===== src/rtl/panel_lamp_scan.sv =====
// Avalon-MM master that sweeps panel registers FIRST_ADDR..LAST_ADDR and shifts each word into a lamp chain.
// Optional macro PANEL_LAMP_SCAN_PARITY_EN appends an odd-parity bit after every word's data bits.

module panel_lamp_scan #(
    parameter logic [5:0]  FIRST_ADDR = 6'o10,
    parameter logic [5:0]  LAST_ADDR  = 6'o35,
    parameter int unsigned SHIFT_BITS = 25,
    parameter int unsigned CLK_DIV    = 4
) (
    input  logic        clk,
    input  logic        reset,
    input  logic        enable,
    output logic [5:0]  m_address,
    output logic        m_read,
    input  logic [31:0] m_readdata,
    input  logic        m_waitrequest,
    output logic        lamp_sclk,
    output logic        lamp_sdata,
    output logic        lamp_latch,
    output logic        busy,
    output logic        frame_done
);

`ifdef PANEL_LAMP_SCAN_PARITY_EN
    localparam int unsigned PAR_BITS = 1;
`else
    localparam int unsigned PAR_BITS = 0;
`endif
    localparam int unsigned WORD_BITS = SHIFT_BITS + PAR_BITS;
    localparam int unsigned DIV_W     = $clog2(CLK_DIV + 1);
    localparam int unsigned CNT_W     = 6;
    localparam logic [DIV_W-1:0] DIV_LOAD = DIV_W'(CLK_DIV);
    localparam logic [CNT_W-1:0] BIT_LOAD = CNT_W'(WORD_BITS);

    typedef enum logic [2:0] {
        IDLE,
        READ,
        SHIFT_LO,
        SHIFT_HI,
        LATCH
    } state_e;

    state_e                 state_q, state_d;
    logic [5:0]             addr_q, addr_d;
    logic [WORD_BITS-1:0]   shreg_q, shreg_d;
    logic [CNT_W-1:0]       bitcnt_q, bitcnt_d;
    logic [DIV_W-1:0]       divcnt_q, divcnt_d;
    logic                   m_read_q, m_read_d;
    logic                   sclk_q, sclk_d;
    logic                   sdata_q, sdata_d;
    logic                   latch_q, latch_d;
    logic                   busy_q, busy_d;
    logic                   done_q, done_d;

    logic [SHIFT_BITS-1:0]  word_data;
    logic [WORD_BITS-1:0]   shreg_load;
    logic                   div_last;
    logic                   unused_rdata;

    assign word_data    = m_readdata[SHIFT_BITS-1:0];
    assign unused_rdata = ^m_readdata;
    assign div_last     = (divcnt_q == DIV_W'(1));

    // Parity bit sits below the data so it leaves the chain last.
`ifdef PANEL_LAMP_SCAN_PARITY_EN
    assign shreg_load = {word_data, ~(^word_data)};
`else
    assign shreg_load = word_data;
`endif

    // Next-state, datapath and next-output logic; outputs are registered from next-state values.
    always_comb begin
        state_d  = state_q;
        addr_d   = addr_q;
        shreg_d  = shreg_q;
        bitcnt_d = bitcnt_q;
        divcnt_d = divcnt_q;

        case (state_q)
            IDLE: begin
                addr_d = FIRST_ADDR;
                if (enable) begin
                    state_d = READ;
                end
            end
            READ: begin
                if (!m_waitrequest) begin
                    shreg_d  = shreg_load;
                    bitcnt_d = BIT_LOAD;
                    divcnt_d = DIV_LOAD;
                    state_d  = SHIFT_LO;
                end
            end
            SHIFT_LO: begin
                if (div_last) begin
                    divcnt_d = DIV_LOAD;
                    state_d  = SHIFT_HI;
                end else begin
                    divcnt_d = divcnt_q - DIV_W'(1);
                end
            end
            SHIFT_HI: begin
                if (div_last) begin
                    shreg_d  = shreg_q << 1;
                    bitcnt_d = bitcnt_q - CNT_W'(1);
                    divcnt_d = DIV_LOAD;
                    if (bitcnt_q != CNT_W'(1)) begin
                        state_d = SHIFT_LO;
                    end else if (addr_q != LAST_ADDR) begin
                        addr_d  = addr_q + 6'd1;
                        state_d = READ;
                    end else begin
                        state_d = LATCH;
                    end
                end else begin
                    divcnt_d = divcnt_q - DIV_W'(1);
                end
            end
            LATCH: begin
                if (div_last) begin
                    addr_d  = FIRST_ADDR;
                    state_d = enable ? READ : IDLE;
                end else begin
                    divcnt_d = divcnt_q - DIV_W'(1);
                end
            end
            default: begin
                addr_d  = FIRST_ADDR;
                state_d = IDLE;
            end
        endcase

        m_read_d = (state_d == READ);
        sclk_d   = (state_d == SHIFT_HI);
        latch_d  = (state_d == LATCH);
        busy_d   = (state_d != IDLE);
        done_d   = (state_d == LATCH) && (divcnt_d == DIV_W'(1));

        case (state_d)
            SHIFT_LO: sdata_d = shreg_d[WORD_BITS-1];
            SHIFT_HI: sdata_d = sdata_q;
            default:  sdata_d = 1'b0;
        endcase
    end

    always_ff @(posedge clk) begin
        if (reset) begin
            state_q  <= IDLE;
            addr_q   <= FIRST_ADDR;
            shreg_q  <= '0;
            bitcnt_q <= '0;
            divcnt_q <= '0;
            m_read_q <= 1'b0;
            sclk_q   <= 1'b0;
            sdata_q  <= 1'b0;
            latch_q  <= 1'b0;
            busy_q   <= 1'b0;
            done_q   <= 1'b0;
        end else begin
            state_q  <= state_d;
            addr_q   <= addr_d;
            shreg_q  <= shreg_d;
            bitcnt_q <= bitcnt_d;
            divcnt_q <= divcnt_d;
            m_read_q <= m_read_d;
            sclk_q   <= sclk_d;
            sdata_q  <= sdata_d;
            latch_q  <= latch_d;
            busy_q   <= busy_d;
            done_q   <= done_d;
        end
    end

    assign m_address  = addr_q;
    assign m_read     = m_read_q;
    assign lamp_sclk  = sclk_q;
    assign lamp_sdata = sdata_q;
    assign lamp_latch = latch_q;
    assign busy       = busy_q;
    assign frame_done = done_q;

endmodule


===== config.mk =====
export PLATFORM = sky130hd
export DESIGN_NAME = panel_lamp_scan
export DESIGN_NICKNAME = d
export VERILOG_FILES = /design/src/rtl/panel_lamp_scan.sv
export SDC_FILE = /design/constraint.sdc
export NUM_CORES = 1
export LEC_CHECK = 0
export CAP_MARGIN = 5
export CORE_MARGIN = 2
export CORE_UTILIZATION = 51
export DETAILED_ROUTE_END_ITERATION = 6
export PLACE_DENSITY = 0.79
export SETUP_SLACK_MARGIN = 0.5
export SLEW_MARGIN = 20
export SYNTH_ARGS = -nofsm -noshare
export SYNTH_HDL_FRONTEND = slang
export SYNTH_SLANG_ARGS = --single-unit

===== constraint.sdc =====
create_clock -name clk -period 2.7 [get_ports clk]
set_clock_uncertainty 0.1 [all_clocks]
set_input_delay 0.54 -clock clk [delete_from_list [all_inputs] [get_ports clk]]
set_output_delay 0.54 -clock clk [all_outputs]
set_load 0.1 [all_outputs]

==> impl_summary.log, run 1 <==
[metrics] Clock power frac: a little over a third
[metrics] crit share post-route: 77.1%
[metrics] clock tree from TritonCTS: yes
[metrics] Clk pin slew, worst setup/hold paths: 0.09 ns
[metrics] Post-CTS Setup Inserts: 0
[metrics] Worst setup EP type: register
[metrics] final net count: 357
[metrics] multi-input gate area in the final layout: between 1000 and 1500 um2
[metrics] DIE WIDTH: just over 70 um
[metrics] DRT Wirelength: about 5200 um
[metrics] static leakage: roughly 1.1 nW
[metrics] number of buffers added to fix hold violations after cts: 0
[metrics] share of synthesized area occupied by flip-flops and latches: between 40% and 50%
[metrics] Hold Startpoint: shreg_q[23]$_SDFFE_PP0P_
[metrics] first-pass GRT wire length: approximately 8500 um
[metrics] Std-Cell Core Area: roughly 4400 um2
[metrics] maximum net fanout on the critical path: 5
[metrics] upper clock frequency limit: 480 MHz
[metrics] time the final worst path needs with I/O delays and setup: around 2.1 ns
[metrics] max-cap viol count: 0
[metrics] area occupied by registers: 983 um2
[metrics] gate count of the mapped netlist: between 200 and 300
[metrics] Most common cell on crit path: inv_1
[metrics] count of pins over their slew limit: 0
[metrics] series of cell instances along the critical path: inv_1 > ha_1 > nor2b_4 > inv_1 > xnor2_1 > a221oi_1 > a22oi_1 > o21ba_2
[metrics] Final Hold Vio Count: 0
[metrics] final routed DRC violation total: 0
[metrics] filler instances: 370
[metrics] share of flip-flops with an asynchronous set or reset: 0%
[metrics] Row Count: 24
[metrics] timing startpoint of the critical path: divcnt_q[1]$_SDFF_PP0_
[metrics] Pre-antenna DRT Iters: 4
[metrics] post-layout worst setup margin: approximately 0.62 ns
[metrics] DRC violation total after the first TritonRoute iteration: between 100 and 150
[metrics] power density of the placed cells: roughly 570 nW/um2
[metrics] maximum buffer depth of the clock tree: 2
[metrics] kind of critical path: register to register
[metrics] cell with the biggest individual delay on the critical path: dfxtp_1
[metrics] half-perimeter wire length after placement: between 3000 and 4000 um
[metrics] cell internal power dissipation: 1.24 mW
[metrics] number of resized instances in the post-cts repair step: 0
[metrics] placer congestion estimate: 0.874
[metrics] maximum number of pins on one net before global-route repair: 24
[metrics] worst endpoint required time: about 2.8 ns
[metrics] cell class contributing the biggest share of worst-path delay: compound AO/OA/AOI/OAI gates
[metrics] number of synthesized flops with an enable pin: 0
[metrics] effective utilization at floorplan: 53.4%
[metrics] synthesized net count: approximately 320
[metrics] overflow left after global routing: 0
[metrics] most common cell after layout, fill and taps aside: dfxtp_1
[metrics] Worst setup SP type: register
[metrics] Worst EP arrival: between 2 and 2.5 ns
[metrics] top_reg_cell synth: dfxtp_1
[metrics] Warnings, synthesis: 0
[metrics] switching portion of total power: 25.4%
[metrics] post-synthesis instance area: roughly 2300 um2
[metrics] type of the tightest min-delay check: register to register
[metrics] combined global-route utilization of all metal layers: between 20% and 30%
[metrics] Crit Reg-Reg Startpoint: divcnt_q[1]$_SDFF_PP0_
[metrics] Switching Power: roughly 0.42 mW
[metrics] Mapped Avg Cell Area: 8.55 um2
[metrics] vias after detailed routing: 2114
[metrics] clock tree root buffer cell: clkbuf_8
[metrics] number of endpoints failing setup at the final stage: 0
[metrics] Crit path buffers/inverters: 2
[metrics] Slowest Stage Delay on Critical Path: about 0.35 ns
[metrics] number of H-tree branching levels: 2
[metrics] number of buffer cells added on primary ports: 40
[metrics] per-cell via count in the routed design: between 5 and 6
[metrics] share of post-route cells with drive strength above 1: 14.0%
[metrics] unrepaired setup endpoints after global routing: no
[metrics] maximum VDD drop: 384 uV
[metrics] number of global-route vias before repair: 1924
[metrics] post-route setup TNS: 0 ns
[metrics] I/O pin cnt: 48
[metrics] worst slew slack as a fraction of its limit: 60.5%
[metrics] register bit total from synthesis: between 40 and 50
[metrics] sequential share of power: 47.1%
[metrics] Die Y: between 70 and 80 um
[metrics] die outline area: between 5000 and 6000 um2
[metrics] number of sinks driven by the clock tree: 49
[metrics] final-layout worst hold slack: 0.355 ns
[metrics] Diodes inserted: 0
[metrics] power share of the combinational group: between 10% and 20%
[metrics] highest-count cells in the layout ignoring fill and taps: dfxtp_1, nand2_1, a21oi_1
[metrics] layout-stage area growth over the synthesis result: 24.6%
[metrics] result of the run: completed
[metrics] number of buffers created by CTS: 5
[metrics] worst slack at placement: 0.422 ns
[metrics] number of nets with antenna violations after routing: 0
[metrics] initial antenna violation count: 0
[metrics] Slew @ Worst Pin: 0.586 ns
[metrics] Worst-Skew Late Latency: approximately 0.3 ns
[metrics] wire length per cell after detailed routing: 14.1 um
[metrics] post-synthesis cell type count: 51
==> final timing paths <==
kind,slack (ns),cells past startpoint,endpoint
max reg2reg,0.62,8,busy$_SDFF_PP0_
min,0.36,2,shreg_q[23]$_SDFFE_PP0P_
min reg2reg,0.36,2,shreg_q[23]$_SDFFE_PP0P_
max,0.62,8,busy$_SDFF_PP0_
==> synthesized netlist by cell type (2+ instances only) <==
master	number	share of area [%]
nor3_1	3	0.64
and3b_1	2	0.75
o21ai_0	6	1.3
dfxtp_1	49	42
mux2i_1	4	1.7
nor2b_1	4	1.1
nand2b_1	7	1.9
clkbuf_1	12	1.9
a22oi_1	25	8.0
inv_1	6	0.96
nand3_1	11	2.4
o21bai_1	2	0.64
xor2_1	2	0.75
a21oi_1	32	6.8
nand2_1	36	5.8
and2_1	2	0.53
or2_2	2	0.53
buf_2	4	0.85
nand4_1	2	0.53
xnor2_1	3	1.1
or3_1	2	0.53
and3_1	3	0.80
a221oi_1	3	1.1
nor2_1	18	2.9
a21oi_2	2	0.75
ha_1	7	3.7
==> tightest hold or removal path: stages (launching register included) <==
cell     delay (ns)
dfxtp_1        0.31
nand2_1        0.05
a21oi_1        0.05
==> layer usage <==
metal	global-route usage, %	up-vias	share of wire [%]
met2	35.7	57	49
met4	5.45	0	0.95
met5	0	-	0
met3	4.50	6	5.6
li1	-	1062	-
met1	25.5	989	45
==> through the flow <==
stage / utilization (%) / area (um2) / std cells / power (mW)
floorplan: - / 2340 / 274 / 0.980
global route: 66.6 / 2920 / 367 / 1.74
global placement: 63.4 / 2780 / 359 / 1.07
CTS: 66.4 / 2910 / 367 / 1.68
finish: 66.6 / 2920 / 367 / 1.67
detailed placement: 63.4 / 2780 / 359 / 1.07
==> sequential cells by signal, indices dropped and copies added (netlist names) <==
register and cells:
m_address 6, shreg_q 25, lamp_sdata 1, bitcnt_q 6, lamp_latch 1, lamp_sclk 1, m_read 1, divcnt_q 3
frame_done 1, state_q 3, busy 1
==> layout make-up <==
type | count | area share (%)
Clock buffer | 5 | 2.36
Multi-Input combinational cell | 202 | 43.4
Clock inverter | 3 | 2.23
Timing Repair Buffer | 50 | 15.3
Sequential cell | 49 | 33.7
Tap cell | 52 | 2.23
Inverter | 6 | 0.772
==> logic make-up (layout without fill, tap and decap cells) <==
| kind of cell | count (synthesis) | count (layout) | share of synthesized area, % |
|---|---|---|---|
| DFF | 49 | 49 | 41.9 |
| muxes | 4 | 4 | 1.71 |
| adders and majority gates | 7 | 7 | 3.74 |
| and+or+nand+nor | 103 | 103 | 23.3 |
| xor gates and xnor gates | 5 | 5 | 1.87 |
| buffers and inverters | 23 | 64 | 4.22 |
| AOI/OAI and AO/OA | 83 | 83 | 23.2 |
==> power by group through the flow <==
stage               clock, mW  combinational (mW)  sequential [mW]
finish                  0.609               0.273            0.785
global route            0.651               0.299            0.790
CTS                     0.620               0.273            0.784
detailed placement          0               0.271            0.801
global placement            0               0.266            0.800
floorplan                   0               0.149            0.832
Power figures use the tool's default switching activity.
==> inputs of run 2 (changes only) <==
clock period = 2.1 ns   (was 2.7 ns; I/O delays follow)
==> impl_summary.log, run 2 (same netlist as run 1, synthesis figures left out) <==
[metrics] result of the run: completed
[metrics] Worst setup SP type: register
[metrics] power density of the placed cells: 596 nW/um2 (+4.3%)
[metrics] combined global-route utilization of all metal layers: 27.6% (+7.1 points)
[metrics] final-layout worst hold slack: 0.381 ns (+0.0260 ns)
[metrics] upper clock frequency limit: 522 MHz (+8.7%)
[metrics] final routed DRC violation total: 0 (unchanged)
[metrics] series of cell instances along the critical path: inv_2 > ha_4 > and3b_2 > buf_6 > a21oi_4 > buf_4 > buf_6 > nor2_1 > xnor2_1 > a21oi_1
[metrics] minimum setup slack among reg-to-reg paths: 0.18 ns (-0.43 ns)
[metrics] kind of critical path: register to register
[metrics] crit share post-route: 91.2% (+14 points)
[metrics] cell class contributing the biggest share of worst-path delay: buffers and inverters
[metrics] max-cap viol count: 0 (unchanged)
[metrics] number of nets with antenna violations after routing: 0 (unchanged)
[metrics] flip-flop count of the largest register after layout: 25 (unchanged)
[metrics] Worst EP arrival: 2.01 ns (-0.17 ns)
[metrics] Std-Cell Core Area: 4380 um2 (unchanged)
[metrics] number of endpoints failing setup at the final stage: 0 (unchanged)
[metrics] Slowest Stage Delay on Critical Path: 0.34 ns (about the same)
[metrics] worst endpoint required time: 2.19 ns (-0.61 ns)
[metrics] most common cell after layout, fill and taps aside: buf_4
[metrics] die outline area: 5150 um2 (unchanged)
[metrics] number of cells in the finished layout apart from fillers: 416 (+13%)
[metrics] Finished Cell Area: 3960 um2 (+36%)
[metrics] Row Count: 24 (unchanged)
[metrics] number of sinks driven by the clock tree: 49 (unchanged)
[metrics] type of the tightest min-delay check: register to register
[metrics] wire length per cell after detailed routing: 23.3 um (+65%)
[metrics] Diodes inserted: 0 (unchanged)
[metrics] effective utilization at floorplan: 53.4% (unchanged)
[metrics] count of pins over their slew limit: 0 (unchanged)
[metrics] number of buffers created by CTS: 5 (unchanged)
[metrics] placer congestion estimate: 0.808 (-7.6%)
[metrics] share of post-route cells with drive strength above 1: 49.5% (+35 points)
[metrics] vias after detailed routing: 2723 (+29%)
[metrics] Pre-antenna DRT Iters: 5 (+1)
[metrics] per-cell via count in the routed design: 6.55 (+14%)
[metrics] number of buffers added to fix hold violations after cts: 0 (unchanged)
[metrics] clock tree root buffer cell: clkbuf_8
[metrics] number of global-route vias before repair: 2405 (+25%)
[metrics] Slew @ Worst Pin: 0.444 ns (-0.142 ns)
[metrics] post-layout worst setup margin: 0.185 ns (-0.434 ns)
[metrics] clock tree from TritonCTS: yes
[metrics] static leakage: 1.46 nW (+37%)
[metrics] number of buffer cells added on primary ports: 40 (unchanged)
[metrics] maximum net fanout on the critical path: 5 (unchanged)
[metrics] overflow left after global routing: 0 (unchanged)
[metrics] DIE WIDTH: 71.8 um (unchanged)
[metrics] maximum number of pins on one net before global-route repair: 16 (-33%)
[metrics] final net count: 406 (+14%)
[metrics] Worst-Skew Late Latency: 0.31 ns (about the same)
[metrics] Final Power: 2.36 mW (+42%)
[metrics] number of H-tree branching levels: 2 (unchanged)
[metrics] worst slack at placement: -0.0641 ns (-0.486 ns)
[metrics] worst slew slack as a fraction of its limit: 70.3% (+9.8 points)
[metrics] layout-stage area growth over the synthesis result: 69.2%
[metrics] Most common cell on crit path: buf_6
[metrics] highest-count cells in the layout ignoring fill and taps: buf_4, dfxtp_1, clkdlybuf4s50_1
[metrics] number of placed instances, taps included: 368 (+2.5%)
[metrics] DRT Wirelength: 9670 um (+87%)
[metrics] Die Y: 71.8 um (unchanged)
[metrics] maximum VDD drop: 473 uV (+23%)
[metrics] I/O pin cnt: 48 (unchanged)
[metrics] Clk pin slew, worst setup/hold paths: 0.10 ns (about the same)
[metrics] time the final worst path needs with I/O delays and setup: 1.92 ns (-0.166 ns)
[metrics] top register by number of flip-flops: shreg_q
[metrics] Crit path buffers/inverters: 4 (+2)
[metrics] DRC violation total after the first TritonRoute iteration: 276 (+110%)
[metrics] first-pass GRT wire length: 11100 um (+30%)
[metrics] cell with the biggest individual delay on the critical path: dfxtp_2
[metrics] Worst setup EP type: register
[metrics] half-perimeter wire length after placement: 3730 um (+2.1%)
[metrics] placed inst area: 2940 um2 (+5.7%)
[metrics] unrepaired setup endpoints after global routing: yes
[metrics] initial antenna violation count: 0 (unchanged)
[metrics] Final Hold Vio Count: 0 (unchanged)
[metrics] maximum buffer depth of the clock tree: 2 (unchanged)
-- run 2: changes by cell type in the layout (fill, tap and decap cells not counted), sizes merged --
cell	previous run	this run
buf	22	68
clkbuf	5	8
bufbuf	0	1
bufinv	2	1
clkdlybuf4s50	28	27
clkinv	1	0
dlygate4sd2	0	1
inv	6	7
-- run 2: cell type report --
class | instances | area [um2]
clock inverters | 2 | 36.3
repair buffers | 99 | 1040
multi-input cells | 202 | 1700
inverters | 6 | 25.0
flip-flops and latches | 49 | 1010
fillers | 169 | 420
well taps | 52 | 65.1
clock buffers | 6 | 82.6
-- run 2: tightest hold or removal path, cell delays in order, from the launching register on --
cell	delay [ns]
dfxtp_1	0.33
nand2_1	0.06
mux2i_1	0.06
-- run 2: worst paths after layout --
path	depth (start not counted)	start	to
max	10	divcnt_q[1]$_SDFF_PP0_	bitcnt_q[3]$_SDFFE_PP0P_
min	2	lamp_sdata$_SDFFE_PP0P_	lamp_sdata$_SDFFE_PP0P_
max reg2reg	10	divcnt_q[1]$_SDFF_PP0_	bitcnt_q[3]$_SDFFE_PP0P_
min reg2reg	2	lamp_sdata$_SDFFE_PP0P_	lamp_sdata$_SDFFE_PP0P_
-- run 2: power by group --
| group | switching (mW) | internal (mW) |
|---|---|---|
| clock | 0.340 | 0.389 |
| combinational | 0.321 | 0.292 |
| sequential | 0.0539 | 0.966 |
-- run 2: metrics by stage --
stage,util (%),TNS [ns]
final,90.4,0
after global routing,90.4,0
after CTS,80.1,0
after detailed placement,67.0,-0.565
after global placement,67.0,-0.0510
after floorplan,-,0
-- run 2: repair_timing --
action	in CTS	in global routing
gates cloned	5	2
gates resized for setup	56	69
endpoints found under the setup margin	46	45
buffers inserted	19	14
pin swaps	29	40
-- run 2: routing by layer --
metal,routed length (um),track usage (%)
met3,839,4.78
met1,3410,31.7
met5,0,0
met4,748,13.0
met2,4680,49.4
==> inputs of run 3 (changes only) <==
GPL_TIMING_DRIVEN = 0   (was not set)
==> impl_summary.log, run 3 (same netlist as run 1, synthesis figures left out) <==
[metrics] top register by number of flip-flops: shreg_q
[metrics] number of H-tree branching levels: 2 (unchanged)
[metrics] highest-count cells in the layout ignoring fill and taps: dfxtp_1, nand2_1, clkdlybuf4s50_1
[metrics] number of global-route vias before repair: 2427 (+0.91%)
[metrics] final core utilization: 86.3% (-4.1 points)
[metrics] number of buffer cells added on primary ports: 39 (-2.5%)
[metrics] clock tree from TritonCTS: yes
[metrics] result of the run: completed
[metrics] clock tree root buffer cell: clkbuf_8
[metrics] Pre-antenna DRT Iters: 4 (-1)
[metrics] maximum VDD drop: 548 uV (+16%)
[metrics] Worst setup EP type: register
[metrics] Worst EP arrival: 2.16 ns (+0.15 ns)
[metrics] power density of the placed cells: 575 nW/um2 (-3.6%)
[metrics] unrepaired setup endpoints after global routing: yes
[metrics] combined global-route utilization of all metal layers: 27.4% (-0.16 points)
[metrics] final routed DRC violation total: 0 (unchanged)
[metrics] placer congestion estimate: 0.796 (-1.4%)
[metrics] DRT Wirelength: 7940 um (-18%)
[metrics] overflow left after global routing: 0 (unchanged)
[metrics] Diodes inserted: 0 (unchanged)
[metrics] type of the tightest min-delay check: register to register
[metrics] initial antenna violation count: 0 (unchanged)
[metrics] number of buffers created by CTS: 5 (unchanged)
[metrics] kind of critical path: register to register
[metrics] flip-flop count of the largest register after layout: 25 (unchanged)
[metrics] static leakage: 1.36 nW (-7.0%)
[metrics] half-perimeter wire length after placement: 3660 um (-1.8%)
[metrics] Die Y: 71.8 um (unchanged)
[metrics] first-pass GRT wire length: 11200 um (+1.3%)
[metrics] number of endpoints failing setup at the final stage: 0 (unchanged)
[metrics] Slew @ Worst Pin: 0.631 ns (+0.187 ns)
[metrics] final net count: 397 (-2.2%)
[metrics] number of nets with antenna violations after routing: 0 (unchanged)
[metrics] I/O pin cnt: 48 (unchanged)
[metrics] maximum net fanout on the critical path: 4 (-1)
[metrics] effective utilization at floorplan: 53.4% (unchanged)
[metrics] per-cell via count in the routed design: 6.19 (-5.5%)
[metrics] upper clock frequency limit: 492 MHz (-5.9%)
[metrics] DRC violation total after the first TritonRoute iteration: 168 (-39%)
[metrics] vias after detailed routing: 2518 (-7.5%)
[metrics] wire length per cell after detailed routing: 19.5 um (-16%)
[metrics] crit share post-route: 96.9% (+5.7 points)
[metrics] Final Hold Vio Count: 0 (unchanged)
[metrics] count of pins over their slew limit: 0 (unchanged)
[metrics] Std-Cell Core Area: 4380 um2 (unchanged)
[metrics] most common cell after layout, fill and taps aside: dfxtp_1
[metrics] final-layout worst hold slack: 0.369 ns (-0.0127 ns)
[metrics] share of post-route cells with drive strength above 1: 47.3% (-2.1 points)
[metrics] worst slew slack as a fraction of its limit: 57.9% (-12 points)
[metrics] layout-stage area growth over the synthesis result: 61.5%
[metrics] maximum number of pins on one net before global-route repair: 16 (unchanged)
[metrics] maximum buffer depth of the clock tree: 2 (unchanged)
[metrics] placed inst area: 2900 um2 (-1.4%)
[metrics] max-cap viol count: 0 (unchanged)
[metrics] Clk pin slew, worst setup/hold paths: 0.10 ns (about the same)
[metrics] Worst setup SP type: register
[metrics] Row Count: 24 (unchanged)
[metrics] number of sinks driven by the clock tree: 49 (unchanged)
[metrics] time the final worst path needs with I/O delays and setup: 2.03 ns (+0.119 ns)
[metrics] DIE WIDTH: 71.8 um (unchanged)
[metrics] die outline area: 5150 um2 (unchanged)
[metrics] Worst-Skew Late Latency: 0.31 ns (about the same)
[metrics] Finished Cell Area: 3780 um2 (-4.5%)
[metrics] worst endpoint required time: 2.22 ns (+0.03 ns)
[run 3: critical path, stage by stage, from the launching register on]
cell and delay [ns]:
dfxtp_2 0.35, inv_2 0.05, ha_4 0.15, nor2b_4 0.14, buf_6 0.12, and3_4 0.19, buf_4 0.14, a211oi_4 0.34
nand2_1 0.14, mux2i_1 0.22
[run 3: path summary, 6_finish.rpt]
| check | from | endpoint | slack (ns) | cells after the start |
|---|---|---|---|---|
| hold / removal | shreg_q[13]$_SDFFE_PP0P_ | shreg_q[13]$_SDFFE_PP0P_ | 0.37 | 2 |
| setup reg to reg | divcnt_q[1]$_SDFF_PP0_ | lamp_sdata$_SDFFE_PP0P_ | 0.07 | 9 |
| setup / recovery | divcnt_q[1]$_SDFF_PP0_ | lamp_sdata$_SDFFE_PP0P_ | 0.07 | 9 |
| hold reg to reg | shreg_q[13]$_SDFFE_PP0P_ | shreg_q[13]$_SDFFE_PP0P_ | 0.37 | 2 |
[run 3: timing repair]
item	CTS	global route
setup endpoints to repair	61	52
pin swaps	35	33
gates cloned	3	0
hold buffers	0	0
setup buffers	20	11
gates resized for setup	141	65
[run 3: layout make-up]
class	count	area, um2
Clock inverter	1	8.76
Tap cell	52	65.1
Clock buffer	7	96.3
Timing Repair Buffer	73	696
Sequential cell	49	1010
Fill cell	203	601
Buffer	17	175
Inverter	6	27.5
Multi-Input combinational cell	202	1700
[run 3: metal layers]
layer / GRT usage (%) / wire [um]
met5: 0 / 0
met4: 10.9 / 269
met3: 5.91 / 412
met2: 48.9 / 4210
met1: 31.9 / 3040
[run 3: metrics by stage]
| stage | total power [mW] | worst slack (ns) | setup TNS [ns] | cells |
|---|---|---|---|---|
| after CTS | 2.08 | 0.266 | 0 | 396 |
| after detailed placement | 1.39 | -0.405 | -9.08 | 365 |
| after global routing | 2.25 | 0.0300 | 0 | 407 |
| after floorplan | 1.27 | 0.363 | 0 | 274 |
| after global placement | 1.38 | -0.407 | -9.48 | 365 |
| final | 2.17 | 0.0654 | 0 | 407 |
[run 3: power breakdown]
group,switching [mW],internal [mW]
clock network,0.334,0.305
logic,0.288,0.233
registers,0.0463,0.968
